===== src/rtl/rv_pkg.sv =====
// Shared RV32 decode definitions: opcodes, ALU operations, and immediate formats.
// Build option RV_DECODE_MULDIV_EN adds the M-extension ALU operations.
package rv_pkg;

  localparam logic [6:0] OPC_LOAD   = 7'b0000011;
  localparam logic [6:0] OPC_STORE  = 7'b0100011;
  localparam logic [6:0] OPC_BRANCH = 7'b1100011;
  localparam logic [6:0] OPC_JAL    = 7'b1101111;
  localparam logic [6:0] OPC_JALR   = 7'b1100111;
  localparam logic [6:0] OPC_OP     = 7'b0110011;
  localparam logic [6:0] OPC_OP_IMM = 7'b0010011;
  localparam logic [6:0] OPC_LUI    = 7'b0110111;
  localparam logic [6:0] OPC_AUIPC  = 7'b0010111;

  typedef enum logic [4:0] {
    OP_NOP = 5'd0,
    OP_ADD,
    OP_SUB,
    OP_AND,
    OP_OR,
    OP_XOR,
    OP_SLL,
    OP_SRL,
    OP_SRA,
    OP_SLT,
    OP_SLTU
`ifdef RV_DECODE_MULDIV_EN
    ,
    OP_MUL,
    OP_MULH,
    OP_MULHSU,
    OP_MULHU,
    OP_DIV,
    OP_DIVU,
    OP_REM,
    OP_REMU
`endif
  } alu_operations_e;

  typedef enum logic [2:0] {
    IMM_I,
    IMM_S,
    IMM_B,
    IMM_U,
    IMM_J
  } imm_fmt_e;

  // funct3 mapping shared by OP and OP-IMM when funct7 carries no modifier.
  function automatic alu_operations_e base_alu_op(input logic [2:0] funct3);
    case (funct3)
      3'b000:  return OP_ADD;
      3'b001:  return OP_SLL;
      3'b010:  return OP_SLT;
      3'b011:  return OP_SLTU;
      3'b100:  return OP_XOR;
      3'b101:  return OP_SRL;
      3'b110:  return OP_OR;
      default: return OP_AND;
    endcase
  endfunction

`ifdef RV_DECODE_MULDIV_EN
  function automatic alu_operations_e muldiv_alu_op(input logic [2:0] funct3);
    case (funct3)
      3'b000:  return OP_MUL;
      3'b001:  return OP_MULH;
      3'b010:  return OP_MULHSU;
      3'b011:  return OP_MULHU;
      3'b100:  return OP_DIV;
      3'b101:  return OP_DIVU;
      3'b110:  return OP_REM;
      default: return OP_REMU;
    endcase
  endfunction
`endif

endpackage


===== src/rtl/rv_imm_gen.sv =====
// Combinational immediate generator: assembles the I/S/B/U/J immediate and
// sign-extends it to XLEN.
module rv_imm_gen
  import rv_pkg::*;
#(
  parameter int XLEN = 32
) (
  input  logic [31:7]     instr_i,
  input  imm_fmt_e        fmt_i,
  output logic [XLEN-1:0] imm_o
);

  logic signed [31:0] imm32;

  // NOTE: assign a default before the case so no path leaves imm32 unassigned (no latch).
  always_comb begin
    imm32 = '0;
    case (fmt_i)
      IMM_I: imm32 = {{20{instr_i[31]}}, instr_i[31:20]};
      IMM_S: imm32 = {{20{instr_i[31]}}, instr_i[31:25], instr_i[11:7]};
      IMM_B: imm32 = {{19{instr_i[31]}}, instr_i[31], instr_i[7], instr_i[30:25],
                      instr_i[11:8], 1'b0};
      IMM_U: imm32 = {instr_i[31:12], 12'b0};
      IMM_J: imm32 = {{11{instr_i[31]}}, instr_i[31], instr_i[19:12], instr_i[20],
                      instr_i[30:21], 1'b0};
      default: imm32 = '0;
    endcase
  end

  assign imm_o = XLEN'(imm32);

endmodule


===== src/rtl/rv_decode_stage.sv =====
// Registered RV32I decode stage with valid/ready on both sides and a flush input.
// Build option RV_DECODE_MULDIV_EN decodes OP funct7=0x01 as M-extension ops.
module rv_decode_stage
  import rv_pkg::*;
#(
  parameter int XLEN       = 32,
  parameter bit ZERO_RD_WE = 1'b1
) (
  input  logic            clk_i,
  input  logic            rst_ni,
  input  logic            flush_i,
  input  logic            in_valid_i,
  output logic            in_ready_o,
  input  logic [31:0]     instr_i,
  input  logic [XLEN-1:0] pc_i,
  output logic            out_valid_o,
  input  logic            out_ready_i,
  output logic [XLEN-1:0] pc_o,
  output logic [4:0]      rs_addr_a_o,
  output logic [4:0]      rs_addr_b_o,
  output logic [4:0]      rd_addr_o,
  output logic [XLEN-1:0] imm_o,
  output logic            alu_src_o,
  output alu_operations_e alu_ctrl_o,
  output logic            rd_we_o,
  output logic            mem_re_o,
  output logic            mem_we_o,
  output logic            branch_o,
  output logic            jump_o,
  output logic [XLEN-1:0] branch_target_o,
  output logic            illegal_o
);

  logic [6:0] opcode;
  logic [2:0] funct3;
  logic [6:0] funct7;
  logic       capture;

  imm_fmt_e        d_fmt;
  logic            d_has_imm;
  logic [XLEN-1:0] d_imm_raw;
  logic [XLEN-1:0] d_imm;
  logic [XLEN-1:0] d_target;
  alu_operations_e d_alu;
  logic d_src, d_we, d_re, d_wr, d_br, d_jp, d_ill, d_lui;

  assign opcode  = instr_i[6:0];
  assign funct3  = instr_i[14:12];
  assign funct7  = instr_i[31:25];
  assign in_ready_o = !out_valid_o || out_ready_i;
  assign capture = in_valid_i && in_ready_o;

  rv_imm_gen #(.XLEN(XLEN)) u_imm_gen (
    .instr_i (instr_i[31:7]),
    .fmt_i   (d_fmt),
    .imm_o   (d_imm_raw)
  );

  always_comb begin
    d_fmt     = IMM_I;
    d_has_imm = 1'b1;
    d_alu     = OP_ADD;
    d_src     = 1'b0;
    d_we      = 1'b0;
    d_re      = 1'b0;
    d_wr      = 1'b0;
    d_br      = 1'b0;
    d_jp      = 1'b0;
    d_ill     = 1'b0;
    d_lui     = 1'b0;
    case (opcode)
      OPC_LOAD:   begin d_src = 1'b1; d_we = 1'b1; d_re = 1'b1; end
      OPC_STORE:  begin d_fmt = IMM_S; d_src = 1'b1; d_wr = 1'b1; end
      OPC_JAL:    begin d_fmt = IMM_J; d_we = 1'b1; d_jp = 1'b1; end
      OPC_JALR:   begin d_we = 1'b1; d_jp = 1'b1; end
      OPC_LUI:    begin d_fmt = IMM_U; d_src = 1'b1; d_we = 1'b1; d_lui = 1'b1; end
      OPC_AUIPC:  begin d_fmt = IMM_U; d_src = 1'b1; d_we = 1'b1; end
      OPC_BRANCH: begin
        d_fmt = IMM_B;
        d_br  = 1'b1;
        case (funct3[2:1])
          2'b10:   d_alu = OP_SLT;
          2'b11:   d_alu = OP_SLTU;
          default: d_alu = OP_SUB;
        endcase
      end
      OPC_OP_IMM: begin
        d_src = 1'b1;
        d_we  = 1'b1;
        d_alu = base_alu_op(funct3);
        // Shift-immediates reuse funct7: only SRAI may set bit 5.
        if (funct3 == 3'b001) begin
          d_ill = (funct7 != 7'h00);
        end else if (funct3 == 3'b101) begin
          if (funct7 == 7'h20) d_alu = OP_SRA;
          else d_ill = (funct7 != 7'h00);
        end
      end
      OPC_OP: begin
        d_has_imm = 1'b0;
        d_we      = 1'b1;
        case (funct7)
          7'h00: d_alu = base_alu_op(funct3);
          7'h20: begin
            if (funct3 == 3'b000)      d_alu = OP_SUB;
            else if (funct3 == 3'b101) d_alu = OP_SRA;
            else                       d_ill = 1'b1;
          end
`ifdef RV_DECODE_MULDIV_EN
          7'h01:   d_alu = muldiv_alu_op(funct3);
`endif
          default: d_ill = 1'b1;
        endcase
      end
      default: begin
        d_has_imm = 1'b0;
        d_ill     = 1'b1;
      end
    endcase

    if (d_ill) begin
      d_alu = OP_NOP;
      d_we  = 1'b0;
      d_re  = 1'b0;
      d_wr  = 1'b0;
      d_br  = 1'b0;
      d_jp  = 1'b0;
    end
    if (ZERO_RD_WE && instr_i[11:7] == 5'd0) d_we = 1'b0;
  end

  assign d_imm    = d_has_imm ? d_imm_raw : '0;
  // JALR's base is rs1, which only execute can add; the stage reports 0 for it.
  assign d_target = (opcode == OPC_JALR) ? '0 : pc_i + d_imm;

  // NOTE: sequential state is updated with non-blocking assignments only.
  always_ff @(posedge clk_i or negedge rst_ni) begin
    if (!rst_ni) begin
      out_valid_o     <= 1'b0;
      pc_o            <= '0;
      rs_addr_a_o     <= '0;
      rs_addr_b_o     <= '0;
      rd_addr_o       <= '0;
      imm_o           <= '0;
      alu_src_o       <= 1'b0;
      alu_ctrl_o      <= OP_NOP;
      rd_we_o         <= 1'b0;
      mem_re_o        <= 1'b0;
      mem_we_o        <= 1'b0;
      branch_o        <= 1'b0;
      jump_o          <= 1'b0;
      branch_target_o <= '0;
      illegal_o       <= 1'b0;
    end else begin
      if (flush_i)          out_valid_o <= 1'b0;
      else if (capture)     out_valid_o <= 1'b1;
      else if (out_ready_i) out_valid_o <= 1'b0;

      if (capture) begin
        pc_o            <= pc_i;
        rs_addr_a_o     <= d_lui ? 5'd0 : instr_i[19:15];
        rs_addr_b_o     <= instr_i[24:20];
        rd_addr_o       <= instr_i[11:7];
        imm_o           <= d_imm;
        alu_src_o       <= d_src;
        alu_ctrl_o      <= d_alu;
        rd_we_o         <= d_we;
        mem_re_o        <= d_re;
        mem_we_o        <= d_wr;
        branch_o        <= d_br;
        jump_o          <= d_jp;
        branch_target_o <= d_target;
        illegal_o       <= d_ill;
      end
    end
  end

endmodule


===== config.mk =====
export PLATFORM = sky130hd
export DESIGN_NAME = rv_decode_stage
export DESIGN_NICKNAME = d
export VERILOG_FILES = /design/src/rtl/rv_pkg.sv /design/src/rtl/rv_imm_gen.sv /design/src/rtl/rv_decode_stage.sv
export SDC_FILE = /design/constraint.sdc
export NUM_CORES = 1
export LEC_CHECK = 0
export CAP_MARGIN = 20
export CORE_MARGIN = 2
export CORE_UTILIZATION = 50
export CTS_BUF_LIST = sky130_fd_sc_hd__clkbuf_4 sky130_fd_sc_hd__clkbuf_8
export DETAILED_ROUTE_END_ITERATION = 10
export GPL_TIMING_DRIVEN = 0
export PLACE_DENSITY = 0.83
export SLEW_MARGIN = 20
export SYNTH_ARGS = -nofsm -noshare
export SYNTH_HDL_FRONTEND = slang
export SYNTH_SLANG_ARGS = --single-unit

===== constraint.sdc =====
create_clock -name clk_i -period 2.3 [get_ports clk_i]
set_clock_uncertainty 0.1 [all_clocks]
set_input_delay 0.46 -clock clk_i [delete_from_list [all_inputs] [get_ports clk_i]]
set_output_delay 0.46 -clock clk_i [all_outputs]
set_load 0.03 [all_outputs]

==> flow_summary.yaml <==
run_status:
  outcome: "finished with violations"
  violations: "negative setup slack"
placed_design:
  dp_hpwl_um: 17900
  port_buffers: 188
  place.gp.congestion: 0.916
worst_setup_path:
  cp_cell_sequence: "buf_8, nand2b_4, buf_6, nor3_4, clkbuf_8, nor3b_4, a31oi_4, nor2_4, ha_4, fa_2, a21o_1, a311o_1, a21o_1, a211o_1, a2111oi_4, or4_1, o211ai_2"
  cp_slowest_cell: "a2111oi_4"
  cp.arrival_ns: 3.83
  slowest_delay_ns: 0.39
  r2r_end: "branch_target_o[27]$_DFFE_PN0P_"
  crit_type: "in -> reg"
  crit_required_ns: 2.54
  crit_top_cell: "a21o_1"
  worst_path_dominant_cell_family: "compound AO/OA/AOI/OAI gates"
  critPathLaunchType: "input port"
  cp_max_fo: 5
  cp.buffers_inverters: 3
  rr_startpoint: "out_valid_o$_DFFE_PN0P_"
  worst_r2r_path_depth: 7
  crit_path_end_kind: "flip-flop"
  r2r_slack_ns: -0.05
pwr:
  p_leak_nw: 5.06
  p_per_area_nw_per_um2: 559
  vdd_drop_max_v: 0.000525
floorplanning:
  start_util_pct: 51.0
  die_w_um: 123
  die_area_um2: 15100
  io-pin-count: 194
  rows: 43
  fp.coreArea_um2: 13800
  die_h_um: 123
clock_network:
  max-clock-path-buffers: 2
  clock-sinks: 123
  clkTransAtPathRegs_ns: 0.08
  clkLatencyLatePin_ns: 0.45
  h-tree-depth: 4
  cts-root-buf: "clkbuf_8"
  cts_buffers: 17
  cts_tree: "done"
yosys:
  yosys_register_bits: 123
  synth.most_common_cell: "nand2_1"
  synth_nets: 927
  synth_edf_count: 0
  ys_types: 70
  synth_ff_type: "dfrtp_1"
  yosysTopAreaCellShare_pct: 43.7
  avgSynthCellArea_um2: 8.53
  syn-cell-area_um2: 7050
  yosysTopAreaCell: "dfrtp_1"
  synth_top_cells_by_area: "dfrtp_1, nand2_1, ha_1"
  synth-seq-area-share_pct: 43.7
  synth_cells: 826
  async_flop_share_pct: 100
  yosysWarnings: 0
  synthTopCellsByCount: "nand2_1, dfrtp_1, a21oi_1"
layout:
  final_nets: 1215
  diodes: 0
  final_core_util_pct: 81.9
  final_layout_size_suffix_gt1_share_pct: 26.6
  fill_cells: 815
  area_delta_synth_final_pct: 60.7
timing:
  fmax_ghz: 0.278
  setup_viol: 30
  finalWorstSetupSlack_ns: -1.29
  finalCriticalPeriod_ns: 3.59
  tns_ns: -25.24
  post-route-period-util_pct: 156
  slew_viol_final: 0
  tightest_slew_ns: 0.749
  rsz0062_at_grt: "yes"
  final_hold_viol_count: 0
  relSlewSlack_pct: 50.1
global_routing:
  grt_pass1_wl_um: 38000
  antenna_found_initial: 0
  grtUsageTotal_pct: 33.4
  grt.overflow.total: 0
  grt_max_degree: 64
  grt_pass1_vias: 7054
flow_run:
  maxCapViolations: 0
detailed_routing:
  firstDrtPassIters: 8
  drc: 0
  vias: 7946
  via_per_inst: 6.08
  ant_nets: 0
  post_drt_wl_per_cell_um: 21.2
  route.final.wire_length_um: 27700
  drt_iter0_markers: 785
hold_path:
  hold_depth: 3
  whs_endpoint: "branch_o$_DFFE_PN0P_"
  min-delay-start: "instr_i[6]"
  hold_path_class: "in -> reg"
==> where the power goes <==
group / internal (W) / switching, W / leakage, nW
combinational: 0.000773 / 0.00113 / 3.29
sequential: 0.00235 / 0.000110 / 1.57
clock: 0.00107 / 0.000904 / 0.204
==> worst register-to-register path, cell delays in order (launching register included) <==
cell      delay (ns)
dfrtp_1         0.34
nand2b_1        0.11
and2_1          0.19
clkbuf_1        0.16
o21ai_1         0.34
clkbuf_1        0.50
nor3_1          0.10
or3_1           0.39
==> repair_timing <==
action / in CTS / in global routing
resized for setup: 125 / 132
hold buffers: 1 / 0
pin swaps: 57 / 56
buffers inserted: 34 / 52
endpoints found under the hold margin: 60 / 0
endpoints found under the setup margin: 98 / 59
==> flip-flops by register name (all words and copies together), names as in the netlist, 4 cells and up <==
| register | flops |
|---|---|
| branch_target_o | 32 |
| imm_o | 32 |
| pc_o | 32 |
| rd_addr_o | 5 |
| rs_addr_a_o | 5 |
| rs_addr_b_o | 5 |
| alu_ctrl_o | 4 |
==> final cells by class <==
class | instances | area [um^2] | share of cell area (%)
buffer | 48 | 302 | 2.66
clock buffer | 24 | 299 | 2.64
clock inverter | 7 | 91.3 | 0.806
inverter | 12 | 45.0 | 0.398
multi-input combinational | 639 | 4680 | 41.3
sequential | 123 | 3080 | 27.2
tap | 180 | 225 | 1.99
timing repair buffer | 273 | 2610 | 23.0
==> cells in the final DEF, fill, tap and decap left out, drive strengths merged, types with 23 or more instances in the layout <==
cell type	synthesis	layout
a21oi	64	64
clkbuf	35	55
ha	31	31
nor2	40	40
dfrtp	123	123
clkdlybuf4s50	0	176
nand3	23	23
buf	17	109
o21ai	44	44
nand2	239	239
==> how the worst max path moves through the flow <==
stage / start / cells past startpoint / endpoint / slack (ns)
floorplan: instr_i[6] / 18 / branch_target_o[12]$_DFFE_PN0P_ / -1.50
global placement: rst_ni / 1 / branch_target_o[18]$_DFFE_PN0P_ / -4.10
detailed placement: instr_i[4] / 17 / branch_target_o[12]$_DFFE_PN0P_ / -2.56
CTS: instr_i[3] / 16 / branch_target_o[12]$_DFFE_PN0P_ / -1.26
global route: instr_i[4] / 17 / branch_target_o[12]$_DFFE_PN0P_ / -1.34
finish: instr_i[4] / 17 / branch_target_o[12]$_DFFE_PN0P_ / -1.29
==> per-stage QoR <==
step,power [W],worst slack (ns),std cells,hold WS (ns),instance area (um^2)
CTS,0.00615,-1.26,1258,0.230,10400
floorplan,0.00337,-1.50,826,0.0644,7270
global route,0.00653,-1.34,1306,0.269,11300
finish,0.00634,-1.29,1306,0.242,11300
detailed placement,0.00413,-2.56,1195,0.360,9410
global placement,0.00411,-4.10,1194,0.351,9380
==> metal layers <==
layer  global-route usage [%]  wire [um]
met2                     53.9      13000
met4                     12.4       1330
met5                        0          0
met1                     43.9      10800
met3                     7.48       2620
==> logic make-up (layout without fill, tap and decap cells) <==
| kind of cell | Yosys count | in the layout | synth area share, % |
|---|---|---|---|
| buffers and inverters | 64 | 364 | 3.69 |
| AOI/OAI and AO/OA | 201 | 201 | 18.7 |
| muxes | 16 | 16 | 2.54 |
| and+or+nand+nor | 366 | 366 | 22.7 |
| other | 1 | 1 | 0.0532 |
| adders and majority gates | 32 | 32 | 5.79 |
| xor gates and xnor gates | 23 | 23 | 2.86 |
| DFF | 123 | 123 | 43.7 |
No activity file was read; power rests on OpenSTA's default activity.
